File: src/rtl/serial_sub_ctrl.sv
// Bit-serial subtract controller: computes a - b LSB-first over W cycles
// through a one-bit subtractor slice with a registered borrow.
module serial_sub_ctrl #(
  parameter int unsigned W = 8
) (
  input  logic         clk,
  input  logic         rst,
  input  logic         start,
  input  logic [W-1:0] a,
  input  logic [W-1:0] b,
  output logic         busy,
  output logic         done,
  output logic [W-1:0] diff,
  output logic         borrow_out
);

  localparam int unsigned CW = $clog2(W);

  typedef enum logic [1:0] {
    IDLE = 2'd0,
    RUN  = 2'd1,
    DONE = 2'd2
  } state_t;

  state_t          state;
  logic [W-1:0]    sh_a;
  logic [W-1:0]    sh_b;
  logic [W-1:0]    sh_res;
  logic            brw;
  logic [CW-1:0]   cnt;

  logic            slice_d;
  logic            slice_bo;
  logic [W-1:0]    res_next;
  logic            accept;

  // One-bit subtractor slice fed by the operand LSBs and the borrow flop
  always_comb begin
    slice_d  = sh_a[0] ^ sh_b[0] ^ brw;
    slice_bo = (~sh_a[0] & sh_b[0]) | (~(sh_a[0] ^ sh_b[0]) & brw);
    res_next = {slice_d, sh_res[W-1:1]};
    accept   = start && (state == IDLE || state == DONE);
  end

  // Sequencer; busy/done are registered alongside the state they decode
  always_ff @(posedge clk) begin
    if (rst) begin
      state      <= IDLE;
      busy       <= 1'b0;
      done       <= 1'b0;
      diff       <= '0;
      borrow_out <= 1'b0;
      sh_a       <= '0;
      sh_b       <= '0;
      sh_res     <= '0;
      brw        <= 1'b0;
      cnt        <= '0;
    end else begin
      busy <= 1'b0;
      done <= 1'b0;
      case (state)
        IDLE, DONE: begin
          if (accept) begin
            sh_a  <= a;
            sh_b  <= b;
            brw   <= 1'b0;
            cnt   <= '0;
            state <= RUN;
            busy  <= 1'b1;
          end else begin
            state <= IDLE;
          end
        end
        RUN: begin
          sh_res <= res_next;
          sh_a   <= {1'b0, sh_a[W-1:1]};
          sh_b   <= {1'b0, sh_b[W-1:1]};
          brw    <= slice_bo;
          cnt    <= cnt + CW'(1);
          if (cnt == CW'(W - 1)) begin
            state      <= DONE;
            done       <= 1'b1;
            diff       <= res_next;
            borrow_out <= slice_bo;
          end else begin
            busy <= 1'b1;
          end
        end
        default: state <= IDLE;
      endcase
    end
  end

endmodule

File: config.mk
export PLATFORM = sky130hd
export DESIGN_NAME = serial_sub_ctrl
export DESIGN_NICKNAME = d
export VERILOG_FILES = /design/src/rtl/serial_sub_ctrl.sv
export SDC_FILE = /design/constraint.sdc
export NUM_CORES = 1
export LEC_CHECK = 0
export ABC_AREA = 1
export ABC_CLOCK_PERIOD_IN_PS = 2400
export CORE_AREA = 3 3 63 65
export CTS_BUF_LIST = sky130_fd_sc_hd__clkbuf_16
export DETAILED_ROUTE_END_ITERATION = 16
export DIE_AREA = 0 0 66 68
export DONT_BUFFER_PORTS = 1
export GPL_TIMING_DRIVEN = 0
export PLACE_DENSITY = 0.71
export SETUP_SLACK_MARGIN = 0.05
export SKIP_CTS_REPAIR_TIMING = 1
export SYNTH_ARGS = -nofsm -noshare
export SYNTH_HDL_FRONTEND = slang
export SYNTH_SLANG_ARGS = --single-unit
export TNS_END_PERCENT = 50
File: constraint.sdc
create_clock -name clk -period 2.4 [get_ports clk]
set_clock_uncertainty 0.1 [all_clocks]
set_input_delay 0.48 -clock clk [delete_from_list [all_inputs] [get_ports clk]]
set_output_delay 0.48 -clock clk [all_outputs]
set_load 0.02 [all_outputs]
**Word-level counts from Yosys, hierarchy flattened**

Index checks and enable logic that the tools add are counted.

- Logic and storage cells: 47
- Flip-flop bits (word level): 41

- Mux-type cells: 15
- Bitwise gates (word level): 8
- Eq/ne operators: 5
- $add $sub $neg: 1
- Reduce and logical (&&, ||, !) cells: 8

Operator list:

| operator | count |
|---|---|
| 8-bit one-hot mux with 2 select lines | 2 |
| 8-bit two-way mux | 2 |
| 3-bit one-hot mux with 2 select lines | 1 |
| 1-bit two-way mux | 5 |
| 2-bit inequality test (second input constant) | 2 |
| 1-bit one-hot mux with 2 select lines | 2 |
| 2-bit one-hot mux with 2 select lines | 1 |
| 2-bit AND reduction | 2 |
| 2-bit OR reduction | 2 |
| 3-bit by 1-bit adder with 3-bit output (second input constant) | 1 |
| 3-bit == test (second input constant) | 1 |
| 3-bit two-way mux | 1 |
| 1-bit inverter | 3 |
| 1-bit bitwise AND | 2 |
| 2-bit by 1-bit == test with 1-bit output (second input constant) | 1 |
| 2-bit == test (second input constant) | 1 |
| 2-bit zero test | 1 |
| 2-bit two-way mux | 1 |
| 2-bit nonzero test | 1 |
| 1-bit bitwise XOR | 2 |
| 1-bit logical AND | 1 |
| 1-bit logical OR | 1 |
| 1-bit OR | 1 |

**Longest topological paths before layout**

- Word-level depth: 5
- Depth in mapped cells: 7

**Worst setup path before layout**

Ideal clock, no wire load.

- Path kind: flip-flop to flip-flop
- Start: reg cnt[0]
- End: reg borrow_out
- Cell stages (with the launch flop): 7
- Period minus slack after synthesis: 1.351 ns
- Data arrival time: 1.130 ns
- Data required time: 2.179 ns
- Setup time: 0.121 ns
- Setup slack: 1.049 ns
- Cells stage by stage: dfxtp_1 -> ha_1 -> ha_1 -> clkbuf_1 -> nand2_2 -> nand3_1 -> o21ai_0

- Word-level cells in the longest chain between the ends: 2

Ends and longest elaborated chain:

| what | line | RTL |
|---|---|---|
| start, declared | 30 | `logic [CW-1:0] cnt;` |
| start signal, assigned | 79 | `cnt <= cnt + CW'(1);` |
| 3-bit == test | 80 | `if (cnt == CW'(W - 1)) begin` |
| 2-bit AND reduction (no source line) | n/a |  |
| end signal, assigned | 84 | `borrow_out <= slice_bo;` |
| end, declared | 14 | `output logic borrow_out` |

Every way passes these cells.
A chain may end at the register's enable or synchronous reset.

**Worst setup path after layout**

- Start: reg cnt[0]
- End: reg diff[6]

- Word-level cells in the longest chain between the ends: 2

Ends and longest elaborated chain:

| what | line | RTL |
|---|---|---|
| 3-bit == test | 80 |  |
| 2-bit AND reduction (no source line) | n/a |  |
| end signal, assigned | 83 | `diff <= res_next;` |
| end, declared | 13 | `output logic [W-1:0] diff,` |

Every way passes these cells.

==> results by group <==
Run status
  • Status: complete, no violations

Worst hold path
  • HP Start: a[4]
  • Worst hold path class: in2reg
  • Hold endpoint: sh_a[4]
  • Worst Hold Path Cells: 2

Yosys
  • Number of synthesized register bits: 40
  • Syn nets: between 200 and 300
  • Sequential share of the synthesized area: around 45%
  • YS warnings: 0
  • Yosys cell types: 20
  • Area of the mapped netlist: 1770 um2
  • Cells after Synth: between 200 and 300
  • Avg Inst Size Synth: roughly 7.1 um2

Detailed routing
  • Vias per inst: a little under 5
  • Iteration-0 DRC Markers: between 80 and 90
  • Drt first pass iters: 4
  • Final antenna-violating net count: 0
  • Vias: 1466
  • DRC viols: 0
  • Routed length per instance: 11.2 um
  • Post-Route WL: around 3400 um

Worst setup path
  • Reg-to-Reg Start: cnt[0]
  • RR Endpoint: diff[6]
  • Arr. time, crit path: 1.66 ns
  • Critical path peak fanout: 9
  • Crit path largest cell delay: 0.34 ns
  • R2r worst-path depth: 6
  • Worst path slowest cell: dfxtp_1
  • Crit path top cell by count: ha_1
  • Setup crit end kind: flip-flop
  • Reg2Reg Setup Slack: around 0.81 ns
  • CP startpoint kind: flip-flop
  • WS Path Type: reg2reg
  • CP Data Required Time: roughly 2.5 ns
  • CP cell instances: ha_1 -> ha_1 -> clkbuf_1 -> nand2_2 -> nand3_1 -> o21ai_0

Floorplanning
  • Die Wd: ~66 um
  • Die Y: roughly 70 um
  • Total Die Area: 4490 um2
  • Row Count: 21
  • Core ar.: about 3400 um2
  • IO Pins: 30
  • Initial Utilization: a little over half

Pwr
  • NetSw: between 0.3 and 0.4 mW
  • Pwr dens: 834 nW/um2
  • Clock group share of total power: 44.6%
  • Switching share of power: a little under a quarter
  • Gate power share: between 10% and 20%
  • Internal cell power: 1.26 mW
  • Max IR drop VDD: 348 uV
  • Sequential power share: between 40% and 50%
  • Static leakage: 0.926 nW

Job
  • Max Cap Viol: 0

Clock tree
  • H-Tree Depth: 2
  • Clock root cell: clkbuf_16
  • Clk Latency, worst-skew pair: just under 0.3 ns
  • Clock sinks: 40
  • TritonCTS buffer count: 5
  • Max Buffers Root-to-Sink: 2
  • CTS tree: yes
  • Register clock-pin slew on the reported worst setup and hold paths: approximately 0.06 ns

Placement
  • Dpl ws: 0.785 ns
  • Post-DP HPWL: 2340 um
  • # port buffers: 0
  • GPL Wtd Cong: 0.772

Global route
  • GR Util All Layers: roughly 17%
  • Pin count of the biggest net entering global routing: 13
  • Initial antenna violation count: 0
  • Remaining global-route overflow: 0
  • Vias in the first global route: 1319
  • Global-route wire length before repair: approximately 5800 um

Final layout
  • Final net count: between 200 and 300
  • Layout cells sized above 1: a little over a tenth
  • Fillcell total: ~320
  • P&R area growth vs syn: 12.5%
  • Antenna Cells: 0

STA
  • Final worst slack: approximately 0.8 ns
  • Final setup violation count: 0
  • Max Slew Vio Count: 0
  • Worst Max-Slew Pin Slew: slightly above 0.4 ns
  • Hold Fails Final Rpt: 0
  • Slew headroom: between 70 and 80%
  • Final Cycle Share: roughly two thirds
  • RSZ-0062 raised after global routing: false
  • Fmax achieved: 628 MHz
  • Setup TNS: 0 ns
  • Final Critical Period: about 1.6 ns
==> critical path: cells and delay by family (launching register included) <==
family | cells | cell delay [ns]
buffers and inverters | 1 | 0.34
AND/OR/NAND/NOR | 2 | 0.34
flip-flops | 1 | 0.34
adder cells (fa/ha/maj) | 2 | 0.28
AO/OA/AOI/OAI | 1 | 0.08
==> metal layers <==
layer  routed length (um)  GRT usage [%]  up-vias
met5                    0              0        -
li1                     -              -      789
met3                  237           4.93        9
met4                   89           10.9        0
met2                 1490           27.2       42
met1                 1580           20.3      626
==> how the worst max path moves through the flow <==
stage / start / endpoint / slack, ns / cells after the start
after floorplan: cnt[0] / borrow_out / 1.05 / 6
after global placement: cnt[0] / borrow_out / 0.85 / 6
after detailed placement: cnt[0] / diff[6] / 0.79 / 6
after CTS: cnt[0] / diff[6] / 0.79 / 6
after global routing: cnt[0] / borrow_out / 0.68 / 6
final: cnt[0] / diff[6] / 0.81 / 6
==> layout by cell type, fill, tap and decap left out <==
cell / instances
a21oi_1: 13
buf_2: 6
buf_4: 6
buf_6: 1
bufinv_16: 1
clkbuf_1: 1
clkbuf_16: 5
clkinv_1: 12
dfxtp_1: 40
fa_1: 1
ha_1: 2
inv_1: 25
inv_2: 3
nand2_1: 45
nand2_2: 3
nand3_1: 41
nand3_2: 1
nand3b_1: 1
nor2_1: 40
nor2_4: 1
o21ai_0: 9
o21ai_1: 1
==> layout make-up <==
| class | count | area [um2] | share of cell area [%] |
|---|---|---|---|
| clock buffer | 5 | 125 | 6.30 |
| clock inverter | 3 | 37.5 | 1.89 |
| inverter | 38 | 143 | 7.18 |
| multi-input combinational | 158 | 732 | 36.9 |
| sequential | 40 | 801 | 40.3 |
| buffer | 14 | 90.1 | 4.54 |
| tap | 46 | 57.6 | 2.90 |
==> registers in the layout, summed over array words and instances, names as in the netlist <==
signal / count
sh_a: 8
sh_res: 7
brw: 1
busy: 1
sh_b: 8
borrow_out: 1
done: 1
state: 2
cnt: 3
diff: 8
==> logic make-up after synthesis <==
family / Yosys count / synth area share, %
and+or+nand+nor: 132 / 32.4
adders and majority gates: 3 / 2.55
AOI/OAI and AO/OA: 23 / 6.52
DFF: 40 / 45.4
buffers and inverters: 52 / 13.2
==> metrics by stage <==
step | cells | hold slack (ns) | utilization [%] | power [mW] | instance area, um2
2_1_floorplan | 250 | 0.328 | - | 0.896 | 1770
3_3_place_gp | 296 | 0.346 | 53.8 | 0.930 | 1820
3_5_place_dp | 296 | 0.349 | 53.8 | 0.933 | 1820
4_1_cts | 304 | 0.232 | 58.6 | 1.67 | 1990
5_1_grt | 304 | 0.238 | 58.6 | 1.73 | 1990
6_report | 304 | 0.230 | 58.6 | 1.66 | 1990
==> power groups by stage <==
stage	registers, mW	clock network, mW	logic [mW]
6_report	0.725	0.738	0.193
2_1_floorplan	0.736	0	0.161
3_5_place_dp	0.740	0	0.193
5_1_grt	0.728	0.770	0.228
4_1_cts	0.725	0.746	0.194
3_3_place_gp	0.739	0	0.191
==> cells in the mapped netlist <==
| cell | instances | area share, % |
|---|---|---|
| nand2_1 | 45 | 9.6 |
| nand3b_1 | 1 | 0.43 |
| clkbuf_1 | 1 | 0.21 |
| buf_4 | 6 | 2.6 |
| nand2_2 | 3 | 1.1 |
| dfxtp_1 | 40 | 45 |
| inv_2 | 3 | 0.64 |
| ha_1 | 2 | 1.4 |
| clkinv_1 | 10 | 2.1 |
| nor2_1 | 40 | 8.5 |
| nor2_4 | 1 | 0.64 |
| fa_1 | 1 | 1.1 |
| o21ai_0 | 9 | 2.6 |
| a21oi_1 | 13 | 3.7 |
| buf_2 | 6 | 1.7 |
| nand3_2 | 1 | 0.57 |
| o21ai_1 | 1 | 0.28 |
| inv_1 | 25 | 5.3 |
| nand3_1 | 41 | 12 |
| buf_6 | 1 | 0.64 |
No activity file was read; power rests on OpenSTA's default activity.
